## src/rtl/mul_arb_pkg.sv

```systemverilog
// mul_arb_pkg: shared types and defaults for the multiply/add arbiter
package mul_arb_pkg;
  typedef enum logic {OP_MUL = 1'b0, OP_ADD = 1'b1} op_t;
  localparam int MUL_ARB_W_DEF = 8;
  localparam int MUL_ARB_NREQ_DEF = 4;
  localparam int MUL_ARB_LAT_MAX = 4;
endpackage

```

## src/rtl/rr_arbiter.sv

```systemverilog
// rr_arbiter: combinational round-robin grant, searching upward from ptr with wrap
module rr_arbiter #(
  parameter int NREQ = 4
) (
  input  logic [NREQ-1:0]         req,
  input  logic [$clog2(NREQ)-1:0] ptr,
  input  logic                    en,
  output logic [NREQ-1:0]         grant,
  output logic [$clog2(NREQ)-1:0] idx
);
  localparam int IW = $clog2(NREQ);
  localparam logic [IW:0] N = (IW+1)'(NREQ);
  logic [IW:0] s;
  logic [IW-1:0] j;
  logic found;
  always_comb begin
    grant = '0;
    idx = '0;
    found = 1'b0;
    s = '0;
    j = '0;
    for (int k = 0; k < NREQ; k++) begin
      s = {1'b0, ptr} + (IW+1)'(k);
      j = IW'(s >= N ? s - N : s);
      if (en && !found && req[j]) begin
        found = 1'b1;
        grant[j] = 1'b1;
        idx = j;
      end
    end
  end
endmodule

```

## src/rtl/mul_arbiter.sv

```systemverilog
// mul_arbiter: round-robin shared signed multiply/add datapath with a tagged result pipeline
module mul_arbiter
  import mul_arb_pkg::*;
#(
  parameter int W = MUL_ARB_W_DEF,
  parameter int NREQ = MUL_ARB_NREQ_DEF,
  parameter int LAT = 1
) (
  input  logic                    Clock,
  input  logic                    Reset,
  input  logic [NREQ-1:0]         req_valid,
  output logic [NREQ-1:0]         req_ready,
  input  logic [NREQ-1:0]         req_op,
  input  logic [NREQ*W-1:0]       req_a,
  input  logic [NREQ*W-1:0]       req_b,
  output logic                    res_valid,
  input  logic                    res_ready,
  output logic [$clog2(NREQ)-1:0] res_id,
  output logic [W-1:0]            res_data,
  output logic                    busy
);
  localparam int IW = $clog2(NREQ);
  logic [IW-1:0] ptr, gidx;
  logic [W-1:0] av [NREQ];
  logic [W-1:0] bv [NREQ];
  logic [W-1:0] a, b, y;
  logic stall, accept;
  logic vld [LAT];
  logic [IW-1:0] id [LAT];
  logic [W-1:0] dat [LAT];
  genvar s, p;
  for (s = 0; s < NREQ; s++) begin : g_unpack
    assign av[s] = req_a[s*W +: W];
    assign bv[s] = req_b[s*W +: W];
  end
  assign stall = res_valid & ~res_ready;
  assign accept = |req_ready;
  rr_arbiter #(.NREQ(NREQ)) u_rr (
    .req(req_valid),
    .ptr(ptr),
    .en(~stall & ~Reset),
    .grant(req_ready),
    .idx(gidx)
  );
  assign a = av[gidx];
  assign b = bv[gidx];
  assign y = op_t'(req_op[gidx]) == OP_ADD ? a + b : W'($signed(a) * $signed(b));
  always_ff @(posedge Clock)
    if (Reset) ptr <= '0;
    else if (accept) ptr <= gidx == IW'(NREQ-1) ? '0 : gidx + 1'b1;
  always_ff @(posedge Clock)
    if (Reset) begin
      vld[0] <= 1'b0;
      id[0] <= '0;
      dat[0] <= '0;
    end else if (!stall) begin
      vld[0] <= accept;
      id[0] <= gidx;
      dat[0] <= y;
    end
  // all stages move together; a stall freezes the whole pipe
  for (p = 1; p < LAT; p++) begin : g_pipe
    always_ff @(posedge Clock)
      if (Reset) begin
        vld[p] <= 1'b0;
        id[p] <= '0;
        dat[p] <= '0;
      end else if (!stall) begin
        vld[p] <= vld[p-1];
        id[p] <= id[p-1];
        dat[p] <= dat[p-1];
      end
  end
  always_comb begin
    busy = 1'b0;
    for (int i = 0; i < LAT; i++) busy = busy | vld[i];
  end
  assign res_valid = vld[LAT-1];
  assign res_id = id[LAT-1];
  assign res_data = dat[LAT-1];
endmodule
```

## config.mk

```make
export PLATFORM = sky130hd
export DESIGN_NAME = mul_arbiter
export DESIGN_NICKNAME = d
export VERILOG_FILES = /design/src/rtl/mul_arb_pkg.sv /design/src/rtl/rr_arbiter.sv /design/src/rtl/mul_arbiter.sv
export SDC_FILE = /design/constraint.sdc
export NUM_CORES = 1
export LEC_CHECK = 0
export CAP_MARGIN = 20
export CORE_MARGIN = 2
export CORE_UTILIZATION = 43
export CTS_BUF_LIST = sky130_fd_sc_hd__clkbuf_8
export DETAILED_ROUTE_END_ITERATION = 12
export PLACE_DENSITY = 0.81
export RECOVER_POWER = 100
export REMOVE_ABC_BUFFERS = 1
export SYNTH_ARGS = -nofsm -noshare
export SYNTH_HDL_FRONTEND = slang
export SYNTH_SLANG_ARGS = --single-unit
```

## constraint.sdc

```tcl
create_clock -name Clock -period 7.4 [get_ports Clock]
set_input_delay 1.48 -clock Clock [delete_from_list [all_inputs] [get_ports Clock]]
set_output_delay 1.48 -clock Clock [all_outputs]
set_load 0.05 [all_outputs]
```

==> run summary <==
HPWL reported at the end of detailed placement = 6120 um
Number of global-route vias before repair = 2571
Later-pin clock latency in the skew report = 240 ps
Final clock period utilization by the worst path = 0.962
Cell area after placement = 0.00385 mm^2
Measured slew at the worst slew-check pin = 1640 ps
Routed wire per std cell = 14.7 um
Initial antenna violation count = 0
Type of the most critical hold path = flop to flop
Number of nets in the layout = 529
Critical Path Most Common Cell = inv_1
GRT Resource Usage Total = 0.199
Sequential share of the synthesized area = 0.137
Post-synth EDFFs = 11
RSZ-0062 raised after global routing = false
Crit path max-delay cell type = fa_1
Vias = 2578
Total grt overflow = 0
Initial core utilization = 0.452
Number of clock sinks = 13
CTS tree = yes
Post-layout minimum cycle time = 7120 ps
Peak clock frequency supported by timing = 140 MHz
Wire length of the first global-routing pass = 11500 um
CTS Hold Buffers Added = 0
Synth Register Bits = 13
Relative slew margins = -0.103
Critical path type = input port to flop
Detailed Routing Iterations Pass 1 = 5
Root Buffer = clkbuf_8
Number of standard cells after synthesis = 291
DRC viols = 0
Number of port buffers = 90
Critical path data required time = 7480 ps
Maximum single-stage delay on the critical path = 560 ps
Filler cell count in the final layout = 488
Fraction of layout cells with a size suffix above 1 = 0.164
Vias per cell = 5.34
Number of diodes = 0
Register clock-pin slew on the reported worst setup and hold paths = 50 ps
Number of unique standard cell types used by synthesis = 52
CP Max Fanout = 15
Die Area = 0.00694 mm^2
Count of H-tree levels built during CTS = 1
Hold violation count in the final report = 0
Placeable Area = 0.00599 mm^2
Number of clock buffers inserted by TritonCTS = 3
Final-report max-slew violation count = 15
Die Width = 83.3 um
Worst hold slack after final layout = 727 ps
Buffers from clock root to sink, at most = 2
Standard-cell row count = 28
Violated checks = capacitance limit, slew limit
Remaining antenna violation count = 0
Count of pins on the block boundary = 91
Critical path arrival = 7200 ps
Final worst slack = 280 ps
Startpoint of the worst register-to-register path = ptr[1]
Worst hold start = ptr[0]
Worst Setup End Kind = flop
Placer congestion estimate = 0.984
Kind of start point of the critical path = input port
Synth async-reset ratio = 0
Total of warnings raised by yosys = 0
Worst-case clock skew = 0.397 ps
Count of max-cap constraint violations = 1
CP startpoint = res_ready
Starting DRT DRC Count = 204
Cell area after technology mapping = 0.00271 mm^2
Die extent in y = 83.3 um
Wire length reported by the detailed router = 7090 um
Final setup viols = 0
Most frequent cells in the layout = clkdlybuf4s50_1, inv_1, ha_1, buf_4, nand2_1
DP Worst Slack = -234 ps
Prevailing post-synth register cell = edfxtp_1
Non-filler instance count after layout = 483
Post-synthesis area per instance = 9.30 um^2
Maximum number of pins on one net before global-route repair = 21
Placed cells = 474
Signed area change from the synthesized netlist to the final layout = 46.8%
Result of the run = finished, violations left
Commonest non-fill, non-tap cell in the layout = clkdlybuf4s50_1
Final instance area = 0.00397 mm^2
-- cells by family after synthesis --
kind of cell               Yosys count  synth area share
and+or+nand+nor                     82             0.159
buffers and inverters               52            0.0916
adders and majority gates           45             0.244
AOI/OAI and AO/OA                   44             0.118
muxes                               33             0.174
xor gates and xnor gates            22            0.0763
DFF                                 13             0.137
-- through the flow --
| step | TNS, ps | utilization |
|---|---|---|
| floorplan | 0 | - |
| global route | 0 | 0.663 |
| detailed placement | -234 | 0.642 |
| CTS | 0 | 0.651 |
| finish | 0 | 0.663 |
| global placement | -13.8 | 0.642 |
-- worst max-delay path: cells and delay by family --
family / cells / cell delay (ps)
adder cells (fa/ha/maj): 5 / 1770
buffers and inverters: 8 / 1230
AND/OR/NAND/NOR: 3 / 730
XOR/XNOR: 4 / 690
AO/OA/AOI/OAI: 4 / 640
multiplexers: 2 / 630
-- final timing paths --
kind,cells past startpoint,slack (ps),end
worst max register to register,26,660,dat[0][7]
worst max-delay path,26,280,dat[0][7]
worst min-delay path,3,730,ptr[0]
worst min register to register,3,730,ptr[0]
-- synthesized netlist by cell type, types with 2 or more instances --
master	number	area [um^2]
inv_1	40	150
ha_1	32	400
nand2_1	25	93.8
mux2i_1	20	200
and2_1	18	113
nor2_1	18	67.6
xnor2_1	17	149
a21oi_1	13	65.1
fa_1	13	260
edfxtp_1	11	330
mux4_2	10	225
a211oi_1	6	45.0
buf_6	6	67.6
o21ai_0	6	30.0
a221o_1	4	40.0
xor2_1	4	35.0
a21oi_2	3	26.3
and3_1	3	18.8
buf_2	3	15.0
a21o_1	2	15.0
and2_0	2	12.5
dfxtp_1	2	40.0
mux2_2	2	22.5
nand2b_1	2	12.5
nor2b_1	2	12.5
-- final cells by class --
cell class | instances | area [um^2] | area share
Clock inverter | 1 | 3.75 | 0.000945
Timing Repair Buffer | 124 | 1180 | 0.298
Clock buffer | 3 | 41.3 | 0.0104
Tap cell | 75 | 93.8 | 0.0236
Inverter | 41 | 154 | 0.0388
Multi-Input combinational cell | 226 | 2130 | 0.535
Sequential cell | 13 | 370 | 0.0933
-- metal layers --
layer | track usage | vias to the layer above | wire (um)
met1 | 0.254 | 1175 | 2930
met5 | 0 | - | 0
met2 | 0.350 | 147 | 3390
met3 | 0.0348 | 18 | 608
li1 | - | 1238 | -
met4 | 0.0462 | 0 | 159
-- sequential cells by signal, indices dropped and copies added, names as in the netlist --
name,count
vld,1
id,2
ptr,2
dat,8
-- repair_timing --
| item | CTS | global route |
|---|---|---|
| gates resized for setup | 1 | 13 |
| buffers inserted | 0 | 5 |
| pin swaps | 0 | 4 |
| endpoints found under the setup margin | 1 | 1 |
Power is left out: the tool's default activity adds up to more than one toggle a clock period on the data nets, which glitch-free logic cannot reach.
==> edit (config.mk and constraints unchanged) <==
Reset style: asynchronous (`Reset`), changed in 3 clocked blocks.
--- a/src/rtl/mul_arbiter.sv
+++ b/src/rtl/mul_arbiter.sv
@@ -45,10 +45,10 @@
   assign a = av[gidx];
   assign b = bv[gidx];
   assign y = op_t'(req_op[gidx]) == OP_ADD ? a + b : W'($signed(a) * $signed(b));
-  always_ff @(posedge Clock)
+  always_ff @(posedge Clock or posedge Reset)
     if (Reset) ptr <= '0;
     else if (accept) ptr <= gidx == IW'(NREQ-1) ? '0 : gidx + 1'b1;
-  always_ff @(posedge Clock)
+  always_ff @(posedge Clock or posedge Reset)
     if (Reset) begin
       vld[0] <= 1'b0;
       id[0] <= '0;
@@ -60,7 +60,7 @@
     end
   // all stages move together; a stall freezes the whole pipe
   for (p = 1; p < LAT; p++) begin : g_pipe
-    always_ff @(posedge Clock)
+    always_ff @(posedge Clock or posedge Reset)
       if (Reset) begin
         vld[p] <= 1'b0;
         id[p] <= '0;
Formal check against the unedited RTL: differs if Reset is asserted again (counterexample within 4 cycles, from zero or initial values and one cycle with Reset high); with Reset held inactive, the same outputs for 4 cycles.
==> edit against the unedited design <==
- register-to-register slack got worse by 80 ps
- final area up 4.8%
- worst setup slack got worse by 260 ps
- first-iteration DRC count shrank 14%
- critical endpoint is now res_data[7]$_DFFE_PP0N_
- routed wire length rose by 19%
- sequential cell count unchanged
- synthesized area fell by 1.6%
- critical path depth stayed put
- highest routed layer unchanged
- final cell count up 1.7%
- global-route usage increased by 4.5 points
- die area decreased by 1.5%
- non-clock buffer count rose by 16
- sequential share of layout area fell by 1.5 points
Power is not shown: default switching activity piles up to over one toggle a cycle in this logic, so the estimate is an artifact.
==> edit: results (changes against the unedited design) <==
Detailed routing
  • Via count of the routed design: 2679 (+3.9%)
  • Routed WL per cell: 17.2 um (+17%)
  • Iteration-0 DRC count of the detailed router: 176 (-14%)

Logic synthesis
  • Xor and xnor fraction of the mapped netlist area: 8.09% (+0.45 points)
  • Area share of fa/ha/maj cells after synthesis: 23.9% (-0.54 points)
  • Main area contributors after synthesis: ha_1, dfrtp_1, mux4_2
  • Share of synthesized area spent on multiplexers: 21.7% (+4.3 points)
  • Main flop type after synthesis: dfrtp_1
  • Sequential-to-total area share from yosys stat: 12.2% (-1.5 points)
  • Most used standard cells in the synthesized netlist: inv_1, nand2_1, ha_1
  • Synthesized-area fraction occupied by ao, oa, aoi and oai cells: 10.9% (-0.98 points)
  • Post-synth ARST share: 100% (+100 points)
  • Number of library cell types mapped by synthesis: 40 (-23%)

Global route
  • Overall global routing resource usage: 24.5% (+4.5 points)
  • Pin count of the biggest net entering global routing: 18 (-14%)
  • First-pass GRT wire length: 12700 um (+11%)
  • Antenna violations before repair: 0 (unchanged)

Critical path
  • Family with the most delay on the worst path: adder cells
  • Launch instance of the worst register-to-register path: ptr[0]$_DFFE_PP0P_
  • Master of the slowest instance on the critical path: mux4_2
  • Maximum cell stage delay along the critical path: 600 ps (+40 ps)
  • Critical path arrival: 7530 ps (+330 ps)
  • Worst reg-to-reg path cell count: 27 (+3.8%)
  • Maximum fanout encountered on the critical timing path: 7 (-8)
  • Register-to-register path setup slack: 580 ps (-80 ps)
  • Worst setup startpoint: req_valid[2]
  • Reg-to-reg critical path endpoint: res_data[7]$_DFFE_PP0N_

CTS
  • Post-CTS setup buffer count: 7 (+7)
  • PostCTS Resize Cnt: 21 (+20)
  • TritonCTS sink count: 13 (unchanged)
  • Clk Latency, worst-skew pair: 250 ps
  • CTS H-tree lvls: 1 (unchanged)
  • Root Buffer: clkbuf_8

Outcome
  • Status: finished clean

Final layout
  • Layout multi-input combinational cell count: 223 (-1.3%)
  • Proportion of cell area occupied by multi-input gates: 53.7% (+0.15 points)
  • Clock Network Area Fraction: 1.08% (-0.052 points)
  • Layout buffering overhead excluding clock cells: 31.9% (+2.1 points)
  • Number of flip-flops in the largest register: 8 (unchanged)
  • Non-clock buffer count: 140 (+13%)
  • Number of nets in the layout: 535 (+1.1%)
  • Number of logic inverters in the finished layout: 36 (-12%)
  • Fillers: 430 (-12%)
  • Register Area: 325 um2 (-12%)
  • Proportion of layout cells with a drive suffix above 1: 24.5% (+8.1 points)

Min path
  • Hold Path Class: reg -> reg
  • Worst hold path cell count: 2 (-1)
  • Launch instance of the worst min-delay path: res_data[4]$_DFFE_PP0N_
  • End point of the most critical hold path: res_data[4]$_DFFE_PP0N_

STA
  • Hold WS: 475 ps (-252 ps)
  • Transition time of the tightest slew-check pin: 745 ps (-892 ps)
  • Clock skew after layout: 7.17 ps (+6.78 ps)

Place
  • HPWL after DPL: 6470 um (+5.7%)
  • Weighted congestion at the end of routability-driven global placement: 0.960 (-2.4%)
  • Number of I/O port buffers: 90 (unchanged)
==> edit: cell count changes in the layout (fill, tap and decap cells not counted), moves of 6 or more <==
cell and delta:
nor2_1 -6, mux2i_1 -8, buf_4 +11, mux4_2 +8
buf_6 +7, nand2_1 +8, inv_1 -8, dfrtp_1 +13
edfxtp_1 -11
==> edit: per-stage QoR <==
stage / cells / setup WS, ps / utilization, % / setup TNS, ps / instance area (um2)
6_report: 491 / 22.2 / 69.8 / 0 / 4160
5_1_grt: 491 / -200 / 69.8 / -200 / 4160
4_1_cts: 486 / 12.2 / 67.6 / 0 / 4030
3_5_place_dp: 475 / -551 / 65.1 / -653 / 3880
3_3_place_gp: 475 / -303 / 65.1 / -303 / 3880
2_1_floorplan: 272 / -275 / - / -275 / 2590
==> edit: per-layer routing <==
layer / track usage [%] / up-vias / wire, um
met5: 0 / - / 0
li1: - / 1243 / -
met1: 32.4 / 1305 / 3390
met3: 1.74 / 20 / 442
met2: 43.9 / 111 / 4420
met4: 5.08 / 0 / 181
